### src/rtl/hit_pkg.sv
// Shared constants, FSM state type and word builders for the hit frame packer.
package hit_pkg;

  localparam int unsigned WORD_W = 16;
  localparam int unsigned ADDR_W = 7;
  localparam int unsigned HCNT_W = 8;
  localparam int unsigned FNUM_W = 14;

  // Word-type tags carried in bits [15:14].
  localparam logic [1:0] HDR = 2'b10;
  localparam logic [1:0] HIT = 2'b00;
  localparam logic [1:0] TRL = 2'b11;

  typedef enum logic [1:0] {
    StIdle    = 2'd0,
    StHeader  = 2'd1,
    StScan    = 2'd2,
    StTrailer = 2'd3
  } state_e;

  function automatic logic [WORD_W-1:0] mk_header(input logic [FNUM_W-1:0] frame);
    return {HDR, frame};
  endfunction

  function automatic logic [WORD_W-1:0] mk_hit(input logic [ADDR_W-1:0] addr);
    return {HIT, 7'b0, addr};
  endfunction

  // A full frame of 128 hits encodes naturally as 8'h80.
  function automatic logic [WORD_W-1:0] mk_trailer(input logic [HCNT_W-1:0] cnt);
    return {TRL, 6'b0, cnt};
  endfunction

endpackage

### src/rtl/hit_frame_packer_if.sv
// Encoder read handshake plus valid/ready output stream of the hit frame packer.
interface hit_frame_packer_if;
  import hit_pkg::*;

  logic              enc_valid;
  logic [ADDR_W-1:0] enc_addr;
  logic              enc_read;
  logic [WORD_W-1:0] out_data;
  logic              out_valid;
  logic              out_ready;

  // Packer side.
  modport slave (
    input  enc_valid,
    input  enc_addr,
    input  out_ready,
    output enc_read,
    output out_data,
    output out_valid
  );

  // Environment side: encoder and downstream sink.
  modport master (
    output enc_valid,
    output enc_addr,
    output out_ready,
    input  enc_read,
    input  out_data,
    input  out_valid
  );

endinterface

### src/rtl/hit_frame_packer_sync_fifo.sv
// Single-clock FIFO; head word shown combinationally, zero while empty.
module sync_fifo #(
  parameter int unsigned WIDTH = 16,
  parameter int unsigned DEPTH = 16
) (
  input  logic                     clk,
  input  logic                     reset,
  input  logic                     i_push,
  input  logic [WIDTH-1:0]         i_wdata,
  input  logic                     i_pop,
  output logic [WIDTH-1:0]         o_rdata,
  output logic                     o_full,
  output logic                     o_empty,
  output logic [$clog2(DEPTH):0]   o_count
);

  localparam int unsigned AW     = $clog2(DEPTH);
  localparam int unsigned CountW = AW + 1;

  logic [WIDTH-1:0]  r_mem [DEPTH];
  logic [AW-1:0]     r_wr_ptr;
  logic [AW-1:0]     r_rd_ptr;
  logic [CountW-1:0] r_count;
  logic              w_pop_ok;
  logic              w_push_ok;

  assign o_full   = (r_count == CountW'(DEPTH));
  assign o_empty  = (r_count == '0);
  assign o_count  = r_count;
  assign w_pop_ok = i_pop && !o_empty;
  // A pop frees its slot on the same edge, so a full FIFO can still take a word.
  assign w_push_ok = i_push && (!o_full || w_pop_ok);
  assign o_rdata   = o_empty ? '0 : r_mem[r_rd_ptr];

  // Storage write; contents need no reset since pointers gate visibility.
  always_ff @(posedge clk) begin
    if (w_push_ok) begin
      r_mem[r_wr_ptr] <= i_wdata;
    end
  end

  // Pointer and occupancy update; pointers wrap modulo DEPTH.
  always_ff @(posedge clk) begin
    if (reset) begin
      r_wr_ptr <= '0;
      r_rd_ptr <= '0;
      r_count  <= '0;
    end else begin
      if (w_push_ok) begin
        r_wr_ptr <= r_wr_ptr + 1'b1;
      end
      if (w_pop_ok) begin
        r_rd_ptr <= r_rd_ptr + 1'b1;
      end
      case ({w_push_ok, w_pop_ok})
        2'b10:   r_count <= r_count + 1'b1;
        2'b01:   r_count <= r_count - 1'b1;
        default: r_count <= r_count;
      endcase
    end
  end

endmodule

### src/rtl/hit_frame_packer.sv
// Drains the pixel-array priority encoder once per frame and emits
// header / hit words / trailer through a FIFO to a valid/ready sink.
module hit_frame_packer
  import hit_pkg::*;
#(
  parameter int unsigned DEPTH    = 16,
  parameter int unsigned FRAME_W  = 14,
  parameter int unsigned MAX_HITS = 128
) (
  input  logic               clk,
  input  logic               reset,
  input  logic               i_frame_start,
  hit_frame_packer_if.slave  bus,
  output logic [FRAME_W-1:0] o_frame_cnt,
  output logic               o_overflow,
  output logic               o_missed_frame
);

  localparam logic [HCNT_W-1:0] MaxCnt = HCNT_W'(MAX_HITS);

  state_e              r_state;
  state_e              w_state_nxt;
  logic [FRAME_W-1:0]  r_frame_cnt;
  logic [FRAME_W-1:0]  w_frame_cnt_nxt;
  logic [HCNT_W-1:0]   r_hit_cnt;
  logic [HCNT_W-1:0]   w_hit_cnt_nxt;
  logic                r_overflow;
  logic                w_overflow_nxt;
  logic                r_missed;
  logic                w_missed_nxt;

  logic                w_push;
  logic [WORD_W-1:0]   w_push_data;
  logic                w_pop;
  logic                w_full;
  logic                w_empty;
  logic [WORD_W-1:0]   w_head;
  logic [$clog2(DEPTH):0] w_fifo_cnt;
  logic                w_unused_cnt;

  logic                w_hit_room;
  logic                w_enc_read;
  logic                w_hit_xfer;

  assign w_hit_room = (r_hit_cnt < MaxCnt);
  // Held low during reset so an aborted frame never clears a pixel.
  assign w_enc_read = !reset && (r_state == StScan) && !w_full && w_hit_room;
  assign w_hit_xfer = w_enc_read && bus.enc_valid;
  assign w_pop      = !w_empty && bus.out_ready;

  assign bus.enc_read  = w_enc_read;
  assign bus.out_valid = !w_empty;
  assign bus.out_data  = w_head;

  assign o_frame_cnt    = r_frame_cnt;
  assign o_overflow     = r_overflow;
  assign o_missed_frame = r_missed;

  // Occupancy is reported by the FIFO but only full/empty drive decisions here.
  assign w_unused_cnt = ^w_fifo_cnt;

  // Next-state, counters, sticky flags and the word to push this cycle.
  always_comb begin
    w_state_nxt     = r_state;
    w_frame_cnt_nxt = r_frame_cnt;
    w_hit_cnt_nxt   = r_hit_cnt;
    w_overflow_nxt  = r_overflow;
    w_missed_nxt    = r_missed;
    w_push          = 1'b0;
    w_push_data     = '0;

    if (i_frame_start && (r_state != StIdle)) begin
      w_missed_nxt = 1'b1;
    end

    unique case (r_state)
      StIdle: begin
        if (i_frame_start) begin
          w_state_nxt     = StHeader;
          w_frame_cnt_nxt = r_frame_cnt + 1'b1;
        end
      end
      StHeader: begin
        if (!w_full) begin
          w_push      = 1'b1;
          w_push_data = mk_header(FNUM_W'(r_frame_cnt));
          w_state_nxt = StScan;
        end
      end
      StScan: begin
        if (!w_hit_room) begin
          // Frame is truncated only if a hit is still waiting.
          w_state_nxt = StTrailer;
          if (bus.enc_valid) begin
            w_overflow_nxt = 1'b1;
          end
        end else if (w_hit_xfer) begin
          w_push        = 1'b1;
          w_push_data   = mk_hit(bus.enc_addr);
          w_hit_cnt_nxt = r_hit_cnt + 1'b1;
        end else if (!w_full && !bus.enc_valid) begin
          // Encoder drained; later hits belong to the next frame.
          w_state_nxt = StTrailer;
        end
      end
      StTrailer: begin
        if (!w_full) begin
          w_push        = 1'b1;
          w_push_data   = mk_trailer(r_hit_cnt);
          w_hit_cnt_nxt = '0;
          w_state_nxt   = StIdle;
        end
      end
      default: begin
        w_state_nxt = StIdle;
      end
    endcase
  end

  // State and counter registers with synchronous reset.
  always_ff @(posedge clk) begin
    if (reset) begin
      r_state     <= StIdle;
      r_frame_cnt <= '0;
      r_hit_cnt   <= '0;
      r_overflow  <= 1'b0;
      r_missed    <= 1'b0;
    end else begin
      r_state     <= w_state_nxt;
      r_frame_cnt <= w_frame_cnt_nxt;
      r_hit_cnt   <= w_hit_cnt_nxt;
      r_overflow  <= w_overflow_nxt;
      r_missed    <= w_missed_nxt;
    end
  end

  sync_fifo #(
    .WIDTH (WORD_W),
    .DEPTH (DEPTH)
  ) u_fifo (
    .clk     (clk),
    .reset   (reset),
    .i_push  (w_push),
    .i_wdata (w_push_data),
    .i_pop   (w_pop),
    .o_rdata (w_head),
    .o_full  (w_full),
    .o_empty (w_empty),
    .o_count (w_fifo_cnt)
  );

endmodule

### src/flat_wrapper.sv
// flat-port wrapper written by rule: the top's interface ports become plain ports
module hit_frame_packer_flat import hit_pkg::*;
#(
  parameter int unsigned DEPTH    = 16,
  parameter int unsigned FRAME_W  = 14,
  parameter int unsigned MAX_HITS = 128
)
  (clk, reset, i_frame_start, o_frame_cnt, o_overflow, o_missed_frame, bus_enc_valid, bus_enc_addr, bus_out_ready, bus_enc_read, bus_out_data, bus_out_valid);
  hit_frame_packer_if bus_i ();
  input  logic clk;
  input  logic reset;
  input  logic i_frame_start;
  output logic [FRAME_W-1:0] o_frame_cnt;
  output logic o_overflow;
  output logic o_missed_frame;
  input wire logic [$bits(bus_i.enc_valid)-1:0] bus_enc_valid;
  input wire logic [$bits(bus_i.enc_addr)-1:0] bus_enc_addr;
  input wire logic [$bits(bus_i.out_ready)-1:0] bus_out_ready;
  output wire logic [$bits(bus_i.enc_read)-1:0] bus_enc_read;
  output wire logic [$bits(bus_i.out_data)-1:0] bus_out_data;
  output wire logic [$bits(bus_i.out_valid)-1:0] bus_out_valid;
  assign bus_i.enc_valid = bus_enc_valid;
  assign bus_i.enc_addr = bus_enc_addr;
  assign bus_i.out_ready = bus_out_ready;
  assign bus_enc_read = bus_i.enc_read;
  assign bus_out_data = bus_i.out_data;
  assign bus_out_valid = bus_i.out_valid;
  hit_frame_packer #(.DEPTH(DEPTH), .FRAME_W(FRAME_W), .MAX_HITS(MAX_HITS)) u_core (.clk(clk), .reset(reset), .i_frame_start(i_frame_start), .bus(bus_i), .o_frame_cnt(o_frame_cnt), .o_overflow(o_overflow), .o_missed_frame(o_missed_frame));
endmodule
### config.mk
export PLATFORM = sky130hd
export DESIGN_NAME = hit_frame_packer_flat
export DESIGN_NICKNAME = d
export VERILOG_FILES = /design/src/rtl/hit_pkg.sv /design/src/rtl/hit_frame_packer_if.sv /design/src/rtl/hit_frame_packer_sync_fifo.sv /design/src/rtl/hit_frame_packer.sv /design/src/flat_wrapper.sv
export SDC_FILE = /design/constraint.sdc
export NUM_CORES = 1
export LEC_CHECK = 0
export CAP_MARGIN = 40
export CORE_MARGIN = 2
export CORE_UTILIZATION = 50
export CTS_CLUSTER_SIZE = 14
export DETAILED_ROUTE_END_ITERATION = 10
export HOLD_SLACK_MARGIN = 0.1
export MAX_ROUTING_LAYER = met4
export PLACE_DENSITY = 0.63
export SYNTH_ARGS = -nofsm -noshare
export SYNTH_HDL_FRONTEND = slang
export SYNTH_SLANG_ARGS = --single-unit
### constraint.sdc
create_clock -name clk -period 3.9 [get_ports clk]
set_clock_uncertainty 0.15 [all_clocks]
set_input_delay 0.39 -clock clk [delete_from_list [all_inputs] [get_ports clk]]
set_output_delay 0.39 -clock clk [all_outputs]
set_load 0.01 [all_outputs]
==> flow_summary_export.csv <==
group,metric,value,unit
outcome,status,"finished, final reports clean",
sta,tightestPinTransition,706,ps
critical_path,cp-end-kind,"primary output",
die,ios,46,
drt,vias,6776,
die,fp.dieArea,25700,um^2
synthesis,synth-edff-count,256,
clocking,clkSinkCount,299,
pwr,ir_drop,0.651,mV
critical_path,worstSetupPathType,"reg2out",
pwr,power.total,8.72,mW
critical_path,cp_max_fo,16,
die,chipHeight,160,um
cells_and_area,fill_cells,1806,
clocking,cts_max_path_buffers,3,
sta,rsz0062_at_grt,"false",
grt,grt_max_degree,49,
job,drv_cap,0,
sta,fmax,0.281,GHz
pwr,sw_frac_of_total,28.4,%
synthesis,synth-async-reset-ratio,0,%
synthesis,ys_ff_latch,299,
cells_and_area,final_common_cell,"edfxtp_1",
critical_path,slowest_delay,600,ps
critical_path,cp_cell_sequence,"nor4_4 > nand2_1 > nand3b_1 > buf_4 > o221ai_1 > clkdlybuf4s50_1",
place,place_ws,448,ps
grt,grt_use_total,22.2,%
grt,grt_pass1_wl,42000,um
synthesis,yosys_warnings,0,
worst_hold_path,hp-start,"u_core.o_overflow",
cells_and_area,final_area,14300,um^2
pwr,internal-power,6.24,mW
pwr,p_sw,2.48,mW
critical_path,cp-endpoint,"bus_out_data[11]",
synthesis,syn_nets,759,
die,die-width,160,um
critical_path,cp_data_required_time,3360,ps
cells_and_area,final_cell_mix,"edfxtp_1 (256), mux4_2 (64), inv_1 (47)",
synthesis,syn_inst,733,
synthesis,synth.distinct_cells,51,
place,placed_area,13300,um^2
synthesis,yosysTopAreaCell,"edfxtp_1",
clocking,numCtsBuffers,30,
clocking,ctsHoldBuffers,0,
sta,drv_slew,0,
synthesis,avgSynthCellArea,16.7,um^2
sta,fin_crit_sh,91.1,%
drt,first_pass_iters,5,
clocking,postCtsSetupBuffers,0,
grt,antenna_found_initial,0,
pwr,p_seq_share,42.6,%
cells_and_area,instances_no_fill,1166,
sta,hold_ws,337,ps
die,placementRows,57,
critical_path,critPathLaunchType,"register",
place,place_congestion,0.850,
clocking,cts-root-buf,"clkbuf_16",
grt,grt_pass1_vias,7100,
sta,relSlewSlack,52.9,%
sta,fin_tns_setup,0,ps
sta,hold_viol_final,0,
clocking,path_clk_slew,60,ps
drt,drc,0,
cells_and_area,final_layout_size_suffix_gt1_share,21.4,%
cells_and_area,nets,844,
critical_path,r2r_cells,10,
critical_path,r2r_setup_slack,490,ps
place,port-buffer-count,45,
synthesis,ys.flop_type,"edfxtp_1",
drt,viasPerCell,5.81,
drt,post_drt_wl_per_cell,23.1,um
critical_path,critPathTopFamily,"simple AND/OR/NAND/NOR gates",
place,dpl.hpwl,16800,um
sta,setup_slack,346,ps
clocking,htreeDepth,1,
drt,ant_nets,0,
drt,wl,26900,um
grt,grt_overflow,0,
critical_path,crit_slowest_cell,"nor4_4",
sta,post-route-min-period,3550,ps
critical_path,path_buf_inv,2,
synthesis,syn_area,12200,um^2
clocking,clkLatencyLatePin,540,ps
clocking,cts_tree,"yes",
clocking,post_cts_resized,0,
sta,finalSetupViolCount,0,
critical_path,r2r-end,"u_core.u_fifo.o_count[4]",
place,dp_cells,1110,
critical_path,reg2reg_from,"u_core.u_fifo.o_count[2]",
synthesis,synth_top_area_share,62.9,%
cells_and_area,diodes,0,
die,start_util,50.5,%
synthesis,synthTopCellsByArea,"edfxtp_1 (63%), mux4_2 (12%), dfxtp_1 (7.0%)",
critical_path,crit_arrival,3010,ps
pwr,p_leak,4.86,nW
pwr,powerDensity,611,nW/um^2
drt,first_iter_violations,503,
pwr,clkPwrFrac,31.8,%
pwr,pwr-share-comb,25.6,%
cells_and_area,final_util,59.0,%
critical_path,crit_path_start,"u_core.u_fifo.o_count[2]",
worst_hold_path,hold_class,"reg2reg",
critical_path,cp.depth,6,
synthesis,synth_seq_area_share,70.0,%
cells_and_area,syn_to_final_growth,16.7,%
die,core,24200,um^2
cell type report:
type / count / area [um^2] / share of cell area, %
Sequential cell: 299 / 8550 / 60.0
Multi-Input combinational cell: 353 / 3370 / 23.6
Timing Repair Buffer: 87 / 798 / 5.60
Clock buffer: 40 / 788 / 5.53
Tap cell: 324 / 405 / 2.84
Inverter: 47 / 176 / 1.24
Clock inverter: 16 / 165 / 1.16
cell usage after synthesis, types with 3 or more instances:
cell      instances
or4_1             4
a22oi_1           9
a21oi_1          24
clkbuf_1         12
o21ai_0           9
and3_1           10
o221ai_1         16
nor2b_1           4
nor3_1            8
xnor2_1           6
mux4_2           64
nor2_1           44
ha_1             14
xor2_1           11
dfxtp_1          43
buf_1             6
inv_1            47
nand2b_1          6
mux2_2           20
nand3_1          13
mux2i_1           3
or3_1             7
and4_1            3
buf_2            15
edfxtp_1        256
nand2_1          45
nand4_1           4
flip-flops by register name, summed over array words and instances (netlist names), named ones only:
| name | count |
|---|---|
| u_core.r_state | 2 |
| u_core.o_missed_frame | 1 |
| u_core.u_fifo.r_mem | 256 |
| u_core.o_frame_cnt | 14 |
| u_core.u_fifo.r_rd_ptr | 4 |
| u_core.o_overflow | 1 |
| u_core.u_fifo.o_count | 5 |
| u_core.u_fifo.r_wr_ptr | 4 |
| u_core.r_hit_cnt | 8 |
worst min path at each step:
stage / depth (start not counted) / endpoint
6_report: 2 / u_core.o_overflow
3_3_place_gp: 2 / u_core.o_missed_frame
2_1_floorplan: 2 / u_core.r_hit_cnt[5]
5_1_grt: 2 / u_core.o_missed_frame
4_1_cts: 2 / u_core.o_overflow
3_5_place_dp: 2 / u_core.o_missed_frame
per-layer routing:
layer / GRT usage (%) / vias to the layer above / share of wire [%]
li1: - / 3031 / -
met1: 28.9 / 3509 / 42
met2: 38.1 / 202 / 51
met3: 2.97 / 34 / 4.8
met4: 4.50 / 0 / 1.6
met5: - / - / 0
kinds of logic (layout without fill, tap and decap cells):
kind of cell             after synthesis  count (layout)  synth area share (%)
adder cells (fa/ha/maj)               14              14                  1.43
AO/OA/AOI/OAI                         82              82                  4.75
multiplexers                          87              87                  13.9
AND/OR/NAND/NOR                      153             153                  6.08
XOR/XNOR                              17              17                  1.22
buffers and inverters                 81             190                  2.65
flip-flops                           299             299                  70.0
tightest hold or removal path, stage by stage, from the launching register on:
cell and delay [ps]:
dfxtp_1 340, a31oi_1 40, nor2_1 70
power by group through the flow:
stage | combinational [mW] | clock [mW] | sequential, mW
final | 2.23 | 2.77 | 3.71
after global routing | 2.43 | 2.95 | 3.73
after detailed placement | 2.24 | 0 | 3.78
after CTS | 2.25 | 2.82 | 3.71
after global placement | 2.20 | 0 | 3.77
after floorplan | 1.45 | 0 | 3.72
No activity file was read; power rests on OpenSTA's default activity.
